--- config.mk ---
export PLATFORM = sky130hd
export DESIGN_NAME = excp_trap_commit_flat
export DESIGN_NICKNAME = d
export VERILOG_FILES = /design/src/rtl/excp_trap_commit_if.sv /design/src/rtl/excp_trap_commit.sv /design/src/flat_wrapper.sv
export SDC_FILE = /design/constraint.sdc
export NUM_CORES = 1
export LEC_CHECK = 0
export CAP_MARGIN = 20
export CORE_ASPECT_RATIO = 1.1
export CORE_MARGIN = 2
export CORE_UTILIZATION = 37
export DETAILED_ROUTE_END_ITERATION = 10
export GPL_TIMING_DRIVEN = 0
export PLACE_DENSITY = 0.83
export REMOVE_ABC_BUFFERS = 1
export SLEW_MARGIN = 10
export SYNTH_ARGS = -nofsm -noshare
export SYNTH_HDL_FRONTEND = slang
export SYNTH_SLANG_ARGS = --single-unit
--- constraint.sdc ---
create_clock -name clk -period 2.04 [get_ports clk]
set_input_delay 0.306 -clock clk [delete_from_list [all_inputs] [get_ports clk]]
set_output_delay 0.306 -clock clk [all_outputs]
set_load 0.1 [all_outputs]
--- src/rtl/excp_trap_commit_if.sv ---
// ---------------------------------------------------------------------------
// excp_trap_commit_if
// Bundles the trap/debug/mret request side, the IFU flush handshake and the
// CSR write-pulse side of excp_trap_commit.
//   slave  : the trap committer (consumes requests, drives flush + CSR pulses)
//   master : the surrounding core (exception detector, IFU, CSR unit)
// Signals:
//   trap_req/dbg_req/mret_req  requests, held until trap_ack
//   trap_cause/pc/tval         trap information, sampled on accept
//   csr_mtvec/csr_mepc         current CSR values used to compute the target
//   trap_ack, busy             accept pulse / handler active
//   flush_req/flush_pc/flush_ack  IFU redirect handshake
//   *_we/*_wd, trap_enter, mret_exit, dbg_enter   one-cycle CSR unit pulses
// ---------------------------------------------------------------------------
interface excp_trap_commit_if #(
    parameter int XLEN = 32
);
    logic            trap_req;
    logic [XLEN-1:0] trap_cause;
    logic [XLEN-1:0] trap_pc;
    logic [XLEN-1:0] trap_tval;
    logic            dbg_req;
    logic            mret_req;
    logic [XLEN-1:0] csr_mtvec;
    logic [XLEN-1:0] csr_mepc;
    logic            trap_ack;
    logic            busy;
    logic            flush_req;
    logic [XLEN-1:0] flush_pc;
    logic            flush_ack;
    logic            mepc_we;
    logic [XLEN-1:0] mepc_wd;
    logic            mcause_we;
    logic [XLEN-1:0] mcause_wd;
    logic            mtval_we;
    logic [XLEN-1:0] mtval_wd;
    logic            trap_enter;
    logic            mret_exit;
    logic            dpc_we;
    logic [XLEN-1:0] dpc_wd;
    logic            dbg_enter;

    modport slave (
        input  trap_req, trap_cause, trap_pc, trap_tval, dbg_req, mret_req,
               csr_mtvec, csr_mepc, flush_ack,
        output trap_ack, busy, flush_req, flush_pc,
               mepc_we, mepc_wd, mcause_we, mcause_wd, mtval_we, mtval_wd,
               trap_enter, mret_exit, dpc_we, dpc_wd, dbg_enter
    );

    modport master (
        output trap_req, trap_cause, trap_pc, trap_tval, dbg_req, mret_req,
               csr_mtvec, csr_mepc, flush_ack,
        input  trap_ack, busy, flush_req, flush_pc,
               mepc_we, mepc_wd, mcause_we, mcause_wd, mtval_we, mtval_wd,
               trap_enter, mret_exit, dpc_we, dpc_wd, dbg_enter
    );
endinterface

--- src/rtl/excp_trap_commit.sv ---
// ---------------------------------------------------------------------------
// excp_trap_commit
// Takes one trap / debug-entry / mret request at a time, redirects the IFU to
// the trap vector, debug entry or mepc through the flush handshake, then
// issues one-cycle CSR write pulses for that request.
// Ports:
//   clk  core clock
//   rst  synchronous active-high reset; drops any in-flight request
//   bus  excp_trap_commit_if.slave (requests, flush handshake, CSR pulses)
// Flow: IDLE --accept--> FLUSH --flush_ack--> COMMIT (1 cycle) --> IDLE
// ---------------------------------------------------------------------------
module excp_trap_commit #(
    parameter int              XLEN      = 32,
    parameter logic [XLEN-1:0] DBG_ENTRY = XLEN'(32'h0000_0800)
) (
    input  logic               clk,
    input  logic               rst,
    excp_trap_commit_if.slave  bus
);

    typedef enum logic [1:0] {S_IDLE, S_FLUSH, S_COMMIT} state_e;
    typedef enum logic [1:0] {K_TRAP, K_DBG, K_MRET}     kind_e;

    state_e          state_q, state_d;
    kind_e           kind_q,  kind_d;
    logic [XLEN-1:0] cause_q, cause_d;
    logic [XLEN-1:0] pc_q,    pc_d;
    logic [XLEN-1:0] tval_q,  tval_d;
    logic [XLEN-1:0] tgt_q,   tgt_d;

    logic            any_req;
    logic            accept;
    logic [XLEN-1:0] trap_base;
    logic [XLEN-1:0] trap_tgt;
    logic [XLEN-1:0] mtval_sel;

    assign any_req = bus.dbg_req | bus.trap_req | bus.mret_req;
    // No accept during reset: the acked request would be dropped by the
    // reset edge while the requester already believes it was taken.
    assign accept  = (state_q == S_IDLE) && any_req && !rst;

    // Vectored mode only offsets interrupts; exceptions always go to base.
    assign trap_base = {bus.csr_mtvec[XLEN-1:2], 2'b00};
    assign trap_tgt  = (bus.csr_mtvec[1:0] == 2'b01 && bus.trap_cause[XLEN-1])
                     ? trap_base + {{(XLEN-7){1'b0}}, bus.trap_cause[4:0], 2'b00}
                     : trap_base;

    // mtval: faulting address/instruction for causes 0-2 and 4-7,
    // the pc for breakpoint (3), zero for everything else incl. interrupts.
    assign mtval_sel = (cause_q == XLEN'(3)) ? pc_q
                     : (cause_q <  XLEN'(8)) ? tval_q
                     : '0;

    // State and latched-request registers
    always_ff @(posedge clk) begin
        if (rst) begin
            state_q <= S_IDLE;
            kind_q  <= K_TRAP;
            cause_q <= '0;
            pc_q    <= '0;
            tval_q  <= '0;
            tgt_q   <= '0;
        end else begin
            state_q <= state_d;
            kind_q  <= kind_d;
            cause_q <= cause_d;
            pc_q    <= pc_d;
            tval_q  <= tval_d;
            tgt_q   <= tgt_d;
        end
    end

    // Next-state logic; request information is captured only on accept
    always_comb begin
        state_d = state_q;
        kind_d  = kind_q;
        cause_d = cause_q;
        pc_d    = pc_q;
        tval_d  = tval_q;
        tgt_d   = tgt_q;
        case (state_q)
            S_IDLE: begin
                if (accept) begin
                    state_d = S_FLUSH;
                    cause_d = bus.trap_cause;
                    pc_d    = bus.trap_pc;
                    tval_d  = bus.trap_tval;
                    // Priority dbg > trap > mret; losers stay asserted.
                    if (bus.dbg_req) begin
                        kind_d = K_DBG;
                        tgt_d  = DBG_ENTRY;
                    end else if (bus.trap_req) begin
                        kind_d = K_TRAP;
                        tgt_d  = trap_tgt;
                    end else begin
                        kind_d = K_MRET;
                        tgt_d  = bus.csr_mepc;
                    end
                end
            end
            S_FLUSH:  if (bus.flush_ack) state_d = S_COMMIT;
            S_COMMIT: state_d = S_IDLE;
            default:  state_d = S_IDLE;
        endcase
    end

    // Outputs
    always_comb begin
        bus.trap_ack   = accept;
        bus.busy       = (state_q != S_IDLE);
        bus.flush_req  = 1'b0;
        bus.flush_pc   = '0;
        bus.mepc_we    = 1'b0;
        bus.mepc_wd    = '0;
        bus.mcause_we  = 1'b0;
        bus.mcause_wd  = '0;
        bus.mtval_we   = 1'b0;
        bus.mtval_wd   = '0;
        bus.trap_enter = 1'b0;
        bus.mret_exit  = 1'b0;
        bus.dpc_we     = 1'b0;
        bus.dpc_wd     = '0;
        bus.dbg_enter  = 1'b0;
        if (state_q == S_FLUSH) begin
            bus.flush_req = 1'b1;
            bus.flush_pc  = tgt_q;
        end
        if (state_q == S_COMMIT) begin
            case (kind_q)
                K_TRAP: begin
                    bus.mepc_we    = 1'b1;
                    bus.mepc_wd    = {pc_q[XLEN-1:1], 1'b0};
                    bus.mcause_we  = 1'b1;
                    bus.mcause_wd  = cause_q;
                    bus.mtval_we   = 1'b1;
                    bus.mtval_wd   = mtval_sel;
                    bus.trap_enter = 1'b1;
                end
                K_DBG: begin
                    bus.dpc_we    = 1'b1;
                    bus.dpc_wd    = pc_q;
                    bus.dbg_enter = 1'b1;
                end
                K_MRET:  bus.mret_exit = 1'b1;
                default: ;
            endcase
        end
    end

endmodule

--- src/flat_wrapper.sv ---
// flat-port wrapper written by rule: the top's interface ports become plain ports
module excp_trap_commit_flat 
#(
    parameter int              XLEN      = 32,
    parameter logic [XLEN-1:0] DBG_ENTRY = XLEN'(32'h0000_0800)
)
  (clk, rst, bus_trap_req, bus_trap_cause, bus_trap_pc, bus_trap_tval, bus_dbg_req, bus_mret_req, bus_csr_mtvec, bus_csr_mepc, bus_flush_ack, bus_trap_ack, bus_busy, bus_flush_req, bus_flush_pc, bus_mepc_we, bus_mepc_wd, bus_mcause_we, bus_mcause_wd, bus_mtval_we, bus_mtval_wd, bus_trap_enter, bus_mret_exit, bus_dpc_we, bus_dpc_wd, bus_dbg_enter);
  excp_trap_commit_if #(.XLEN(XLEN)) bus_i ();
  input  logic clk;
  input  logic rst;
  input wire logic [$bits(bus_i.trap_req)-1:0] bus_trap_req;
  input wire logic [$bits(bus_i.trap_cause)-1:0] bus_trap_cause;
  input wire logic [$bits(bus_i.trap_pc)-1:0] bus_trap_pc;
  input wire logic [$bits(bus_i.trap_tval)-1:0] bus_trap_tval;
  input wire logic [$bits(bus_i.dbg_req)-1:0] bus_dbg_req;
  input wire logic [$bits(bus_i.mret_req)-1:0] bus_mret_req;
  input wire logic [$bits(bus_i.csr_mtvec)-1:0] bus_csr_mtvec;
  input wire logic [$bits(bus_i.csr_mepc)-1:0] bus_csr_mepc;
  input wire logic [$bits(bus_i.flush_ack)-1:0] bus_flush_ack;
  output wire logic [$bits(bus_i.trap_ack)-1:0] bus_trap_ack;
  output wire logic [$bits(bus_i.busy)-1:0] bus_busy;
  output wire logic [$bits(bus_i.flush_req)-1:0] bus_flush_req;
  output wire logic [$bits(bus_i.flush_pc)-1:0] bus_flush_pc;
  output wire logic [$bits(bus_i.mepc_we)-1:0] bus_mepc_we;
  output wire logic [$bits(bus_i.mepc_wd)-1:0] bus_mepc_wd;
  output wire logic [$bits(bus_i.mcause_we)-1:0] bus_mcause_we;
  output wire logic [$bits(bus_i.mcause_wd)-1:0] bus_mcause_wd;
  output wire logic [$bits(bus_i.mtval_we)-1:0] bus_mtval_we;
  output wire logic [$bits(bus_i.mtval_wd)-1:0] bus_mtval_wd;
  output wire logic [$bits(bus_i.trap_enter)-1:0] bus_trap_enter;
  output wire logic [$bits(bus_i.mret_exit)-1:0] bus_mret_exit;
  output wire logic [$bits(bus_i.dpc_we)-1:0] bus_dpc_we;
  output wire logic [$bits(bus_i.dpc_wd)-1:0] bus_dpc_wd;
  output wire logic [$bits(bus_i.dbg_enter)-1:0] bus_dbg_enter;
  assign bus_i.trap_req = bus_trap_req;
  assign bus_i.trap_cause = bus_trap_cause;
  assign bus_i.trap_pc = bus_trap_pc;
  assign bus_i.trap_tval = bus_trap_tval;
  assign bus_i.dbg_req = bus_dbg_req;
  assign bus_i.mret_req = bus_mret_req;
  assign bus_i.csr_mtvec = bus_csr_mtvec;
  assign bus_i.csr_mepc = bus_csr_mepc;
  assign bus_i.flush_ack = bus_flush_ack;
  assign bus_trap_ack = bus_i.trap_ack;
  assign bus_busy = bus_i.busy;
  assign bus_flush_req = bus_i.flush_req;
  assign bus_flush_pc = bus_i.flush_pc;
  assign bus_mepc_we = bus_i.mepc_we;
  assign bus_mepc_wd = bus_i.mepc_wd;
  assign bus_mcause_we = bus_i.mcause_we;
  assign bus_mcause_wd = bus_i.mcause_wd;
  assign bus_mtval_we = bus_i.mtval_we;
  assign bus_mtval_wd = bus_i.mtval_wd;
  assign bus_trap_enter = bus_i.trap_enter;
  assign bus_mret_exit = bus_i.mret_exit;
  assign bus_dpc_we = bus_i.dpc_we;
  assign bus_dpc_wd = bus_i.dpc_wd;
  assign bus_dbg_enter = bus_i.dbg_enter;
  excp_trap_commit #(.XLEN(XLEN), .DBG_ENTRY(DBG_ENTRY)) u_core (.clk(clk), .rst(rst), .bus(bus_i));
endmodule
# After elaboration in Yosys (flattened, before gate mapping)
# Index checks and enable logic that the tools add are counted.
classes:
  n_addsub: 1
  n_shift: 0
  bitwise_logic: 2
  div_mod_pow: 0
  n_mul: 0
  n_mux: 26
  eq_ne: 8
  n_lt_le_gt_ge: 1
  n_reduce_logical: 9
op_table:
  columns: ["op", "count"]
  rows:
  - ["two-way mux 32 bit", 14]
  - ["adder 32 x 7 -> 32 bit", 1]
  - ["== test 32 x 2 -> 1 bit, second input constant", 1]
  - ["< comparator 32 x 4 -> 1 bit, second input constant", 1]
  - ["two-way mux 2 bit", 4]
  - ["two-way mux 1 bit", 7]
  - ["== test 2 x 1 -> 1 bit, second input constant", 3]
  - ["== test 2 bit, second input constant", 2]
  - ["logical NOT 2 bit", 2]
  - ["!= test 2 bit, second input constant", 2]
  - ["one-hot mux 2 bit (2 select lines)", 1]
  - ["AND reduction 2 bit", 2]
  - ["logical AND 1 bit", 3]
  - ["OR 1 bit", 2]
  - ["nonzero test 2 bit", 1]
  - ["logical NOT 1 bit", 1]
totals:
  memories: 0
  ram_bits: 0
  rom_bits: 0
  input_bits: 166
  register_bits: 132
  latch_bits: 0
  out_inout_bits: 170

# Longest topological paths before layout
depth:
  ltp_word: 6
  depth_mapped: 10

# Least setup slack after synthesis
# No wires, ideal clock.
synth_path:
  kind: "register to output"
  start: "register u_core.state_q[0]"
  end: "output bus_dpc_wd[17]"
  stages_incl_launch_ff: 5
  t_arrival_ns: 2.737
  required_ns: 1.734
  path_slack_ns: -1.003
  cell_sequence: "dfxtp_1 nand2b_1 nor3b_1 clkbuf_1 and2_1"
synth_between:
  elab_chain_cells: 2
synth_rtl:
  columns: ["element", "line", "source"]
  rows:
  - ["from (decl)", "excp_trap_commit.sv:24", "state_e state_q, state_d;"]
  - ["from (signal assigned)", "excp_trap_commit.sv:64", "state_q <= state_d;"]
  - ["== test 2 bit", "excp_trap_commit.sv:128", "if (state_q == S_COMMIT) begin"]
  - ["two-way mux 32 bit", "excp_trap_commit.sv:128", null]
  - ["to (decl)", "flat_wrapper.sv:33", "output wire logic [$bits(bus_i.dpc_wd)-1:0] bus_dpc_wd;"]
# No other way between the ends.

# Worst setup path in the final report
layout_path:
  start: "register u_core.cause_q[21]"
  end: "output bus_mtval_wd[0]"
layout_between:
  elab_chain_cells: 5
  elab_cells_between_ends: 6
  classes_between: "order compare (1); eq/ne (1); mux (4)"
layout_rtl:
  columns: ["element", "line", "source"]
  rows:
  - ["from (decl)", "excp_trap_commit.sv:26", "logic [XLEN-1:0] cause_q, cause_d;"]
  - ["from (signal assigned)", "excp_trap_commit.sv:66", "cause_q <= cause_d;"]
  - ["< comparator 32 x 4 -> 1 bit", "excp_trap_commit.sv:51", ": (cause_q < XLEN'(8)) ? tval_q"]
  - ["two-way mux 32 bit", "excp_trap_commit.sv:51", null]
  - ["two-way mux 32 bit *", "excp_trap_commit.sv:50", "assign mtval_sel = (cause_q == XLEN'(3)) ? pc_q"]
  - ["two-way mux 32 bit *", "excp_trap_commit.sv:129", "case (kind_q)"]
  - ["two-way mux 32 bit *", "excp_trap_commit.sv:128", null]
  - ["to (decl)", "flat_wrapper.sv:29", "output wire logic [$bits(bus_i.mtval_wd)-1:0] bus_mtval_wd;"]
# Mark *: on every way between the ends. The rest lies on a longest branch, timed or not.

==> qor.csv <==
stage,metric,value,unit
global_routing,grtUsageTotal,0.2495,
place,place_area,10370,µm²
drt,wl,33.81,mm
timing,drv_slew,0,
timing,max_freq,398.4,MHz
place,gp_routability_congestion,0.8551,
clock_tree,cts_buffer_depth,2,
drt,first_iter_violations,672,
final_layout,final_area,13760,µm²
final_layout,drive_gt1_frac,0.3415,
global_routing,grt_overflow,0,
clock_tree,tritoncts,built,
setup_path,reg2reg_to,u_core.tgt_q[31]$_SDFFE_PP0P_,
setup_path,worstRegToRegCells,8,
final_layout,final_util,0.7729,
timing,setup_violations,128,
run_status,violations,setup timing,
synth,postSynthCellCount,940,
pwr,p_leak,5.396,nW
clock_tree,clk_latency,0.42,ns
timing,skew,0.01002,ns
synth,syn_area_per_cell,7.182,µm²
drt,vias,8703,
pwr,clkPwrFrac,0.371,
timing,min_period,2.510,ns
synth,seq_area_frac_synth,0.3914,
timing,max_slew.worst_pin.slew,0.7499,ns
setup_path,end_kind,output pin,
drt,detail_route.wl_per_cell,21.81,µm
global_routing,grt_pass1_vias,7448,
synth,ys_top_cells_by_area,"dfxtp_1 (39%), nand2_1 (16%), and2_1 (12%)",
synth,yosys.area.top_type,dfxtp_1,
clock_tree,cts.sinks,132,
timing,period_share,1.230,
setup_path,cp-startpoint,u_core.cause_q[21]$_SDFFE_PP0P_,
run_status,status,"finished, violations left",
setup_path,worstSetupStartpointType,flop,
clock_tree,cts_made_buffers,17,
setup_path,worst-r2r-setup-slack,0.07,ns
timing,relSlewSlack,0.5001,
synth,synthArstFlopShare,0,
timing,whs,0.2026,ns
final_layout,instances_no_fill,1550,
synth,synthFlopType,dfxtp_1,
global_routing,grt_max_degree,60,
drt,firstDrtPassIters,5,
floorplanning,die_width,132.8,µm
drt,routed_via_density,5.615,
global_routing,antenna_found_initial,0,
synth,synth-edff-count,0,
clock_tree,path_clk_slew,0.06,ns
floorplanning,num_rows,51,
floorplanning,initial_core_util,0.3792,
clock_tree,cts_hold_buf,0,
pwr,p_sw,0.002573,W
floorplanning,die_h,145.7,µm
pwr,power_frac_comb,0.244,
pwr,swShare,0.3324,
synth,yosysUniqueCellTypes,48,
timing,rsz0062_at_grt,yes,
pwr,vdd_drop_max,0.5490,mV
final_layout,syn_to_final_growth,103.8,%
timing,hold_viol_final,0,
final_layout,finalNetCount,1471,
pwr,pwr-share-seq,0.386,
floorplanning,ios,336,
setup_path,rr_startpoint,u_core.state_q[1]$_SDFFE_PP0P_,
setup_path,cp_max_fo,5,
synth,synth_top_cell_area_share,0.3914,
pwr,power.density,562.4,nW/µm²
setup_path,setup.worst_path.end,bus_mtval_wd[0],
global_routing,grt_pass1_wl,38.96,mm
place,place.detailed.hpwl,17.03,mm
hold_path,hold_class,in2reg,
drt,drc,0,
timing,fin_ws,-0.4700,ns
synth,synth_area,6751,µm²
pwr,internal_power,0.005167,W
place,port_buffers,334,
place,dp_cells,1452,
clock_tree,cts-root-buf,clkbuf_16,
synth,synth.ff_latch_count,132,
synth,yosysWarnings,0,
final_layout,nFillCells,1090,
floorplanning,core,17800,µm²
job,drv_cap,0,
clock_tree,htreeDepth,4,
final_layout,antennaDiodeCount,0,
setup_path,required,1.73,ns
drt,ant_nets,0,
setup_path,crit_arrival,2.20,ns
setup_path,crit_type,reg2out,
floorplanning,die_area,19340,µm²
[flip-flops by register name (all words and copies together), names as in the netlist]
name and count:
u_core.cause_q 32, u_core.kind_q 2, u_core.pc_q 32, u_core.state_q 2, u_core.tgt_q 32, u_core.tval_q 32
[timing repair]
action	in CTS	in global routing
cloned	3	13
resized for setup	869	874
setup buffers	5	46
pin swaps	7	21
setup endpoints to repair	279	201
[critical path, stage by stage (launching register included)]
cell     delay (ns)
dfxtp_1        0.34
nor4_2         0.31
nand4_1        0.20
nor2_4         0.14
buf_12         0.14
nand2_4        0.12
buf_12         0.18
a21oi_4        0.14
buf_12         0.19
[how the worst min path moves through the flow]
stage	start	to	slack [ns]	depth (start not counted)
2_1_floorplan	rst	u_core.cause_q[0]$_SDFFE_PP0P_	0.38	1
3_3_place_gp	u_core.tgt_q[5]$_SDFFE_PP0P_	u_core.tgt_q[5]$_SDFFE_PP0P_	0.43	2
3_5_place_dp	u_core.tgt_q[6]$_SDFFE_PP0P_	u_core.tgt_q[6]$_SDFFE_PP0P_	0.44	1
4_1_cts	rst	u_core.tgt_q[0]$_SDFFE_PP0P_	0.40	2
5_1_grt	bus_trap_cause[1]	u_core.cause_q[1]$_SDFFE_PP0P_	0.22	3
6_report	bus_trap_cause[1]	u_core.cause_q[1]$_SDFFE_PP0P_	0.20	3
[area by class of cell]
type | instances | area (µm²) | area share
timing repair buffer | 406 | 5540 | 0.4026
multi-input combinational | 734 | 4691 | 0.3409
sequential | 132 | 2655 | 0.1929
clock buffer | 19 | 442.9 | 0.03219
tap | 238 | 297.8 | 0.02164
clock inverter | 13 | 101.3 | 0.007365
inverter | 8 | 32.53 | 0.002364
[power groups by stage]
stage / Combinational, W / Clock (W) / Sequential (W)
after floorplan: 0.000842 / 0 / 0.00293
after global placement: 0.00148 / 0 / 0.00297
after detailed placement: 0.00154 / 0 / 0.00298
after CTS: 0.00158 / 0.00289 / 0.00293
after global routing: 0.00199 / 0.00302 / 0.00300
final: 0.00189 / 0.00287 / 0.00299
[cells in the mapped netlist (2+ instances only)]
cell type	instances
nand2_1	283
a21oi_1	132
dfxtp_1	132
and2_1	129
clkbuf_1	60
o21ai_0	34
a22oi_1	25
nor2_1	20
xor2_1	16
nand3_1	10
inv_1	8
nand4_1	8
xnor2_1	7
nor4_1	6
a211oi_1	5
buf_4	5
ha_1	5
nor3_1	5
and3_1	4
buf_1	4
and3b_1	3
buf_2	3
nand2b_1	3
nor2b_1	3
nor3b_1	3
a21o_1	2
o21a_1	2
or2_2	2
or3_1	2
[cell usage in the layout, fill, tap and decap left out, types with 4 or more instances in the layout]
cell type,synthesis,final
clkinvlp_4,0,7
inv_6,0,4
buf_8,0,8
inv_1,8,7
and2_4,0,85
dlymetal6s2s_1,0,8
nor4_2,0,5
buf_16,0,4
o21ai_0,34,31
buf_12,0,138
clkbuf_4,0,31
a21oi_2,1,4
clkbuf_16,0,24
nand2_1,283,281
nand4_1,8,8
a21oi_4,0,30
dfxtp_2,0,4
nor2_1,20,15
xnor2_1,7,7
xor2_1,16,16
clkdlybuf4s50_1,0,154
a22oi_1,25,24
nand3_1,10,10
a21oi_1,132,99
buf_6,1,24
a211oi_1,5,4
clkbuf_2,0,4
buf_4,5,27
and2_1,129,44
nor2_4,0,6
dfxtp_1,132,126
[stage by stage]
step,TNS [ns],setup slack [ns],power (W)
final,-30.86,-0.4700,0.007739
after global routing,-39.45,-0.5597,0.008005
after detailed placement,-238.06,-1.499,0.004521
after CTS,-49.33,-0.4803,0.007400
after floorplan,-1755.43,-15.74,0.003774
after global placement,-1399.32,-8.411,0.004446
[cell families (layout without fill, tap and decap cells)]
family,count (synthesis),count (layout),share of synthesized area
AND/OR/NAND/NOR,486,493,0.3412
AO/OA/AOI/OAI,210,210,0.1738
flip-flops,132,132,0.3914
buffers and inverters,81,446,0.04948
XOR/XNOR,23,23,0.02984
adder cells (fa/ha/maj),6,6,0.01223
other,1,1,0.0005554
multiplexers,1,1,0.001483
[layer usage]
metal	share of wire	wire, µm	vias up	global-route usage
li1	-	-	3826	-
met1	0.35	11960	4137	0.2873
met2	0.50	16860	570	0.4339
met3	0.081	2736	170	0.06479
met4	0.066	2245	0	0.1108
met5	0	0	-	0
Power figures use the tool's default switching activity.
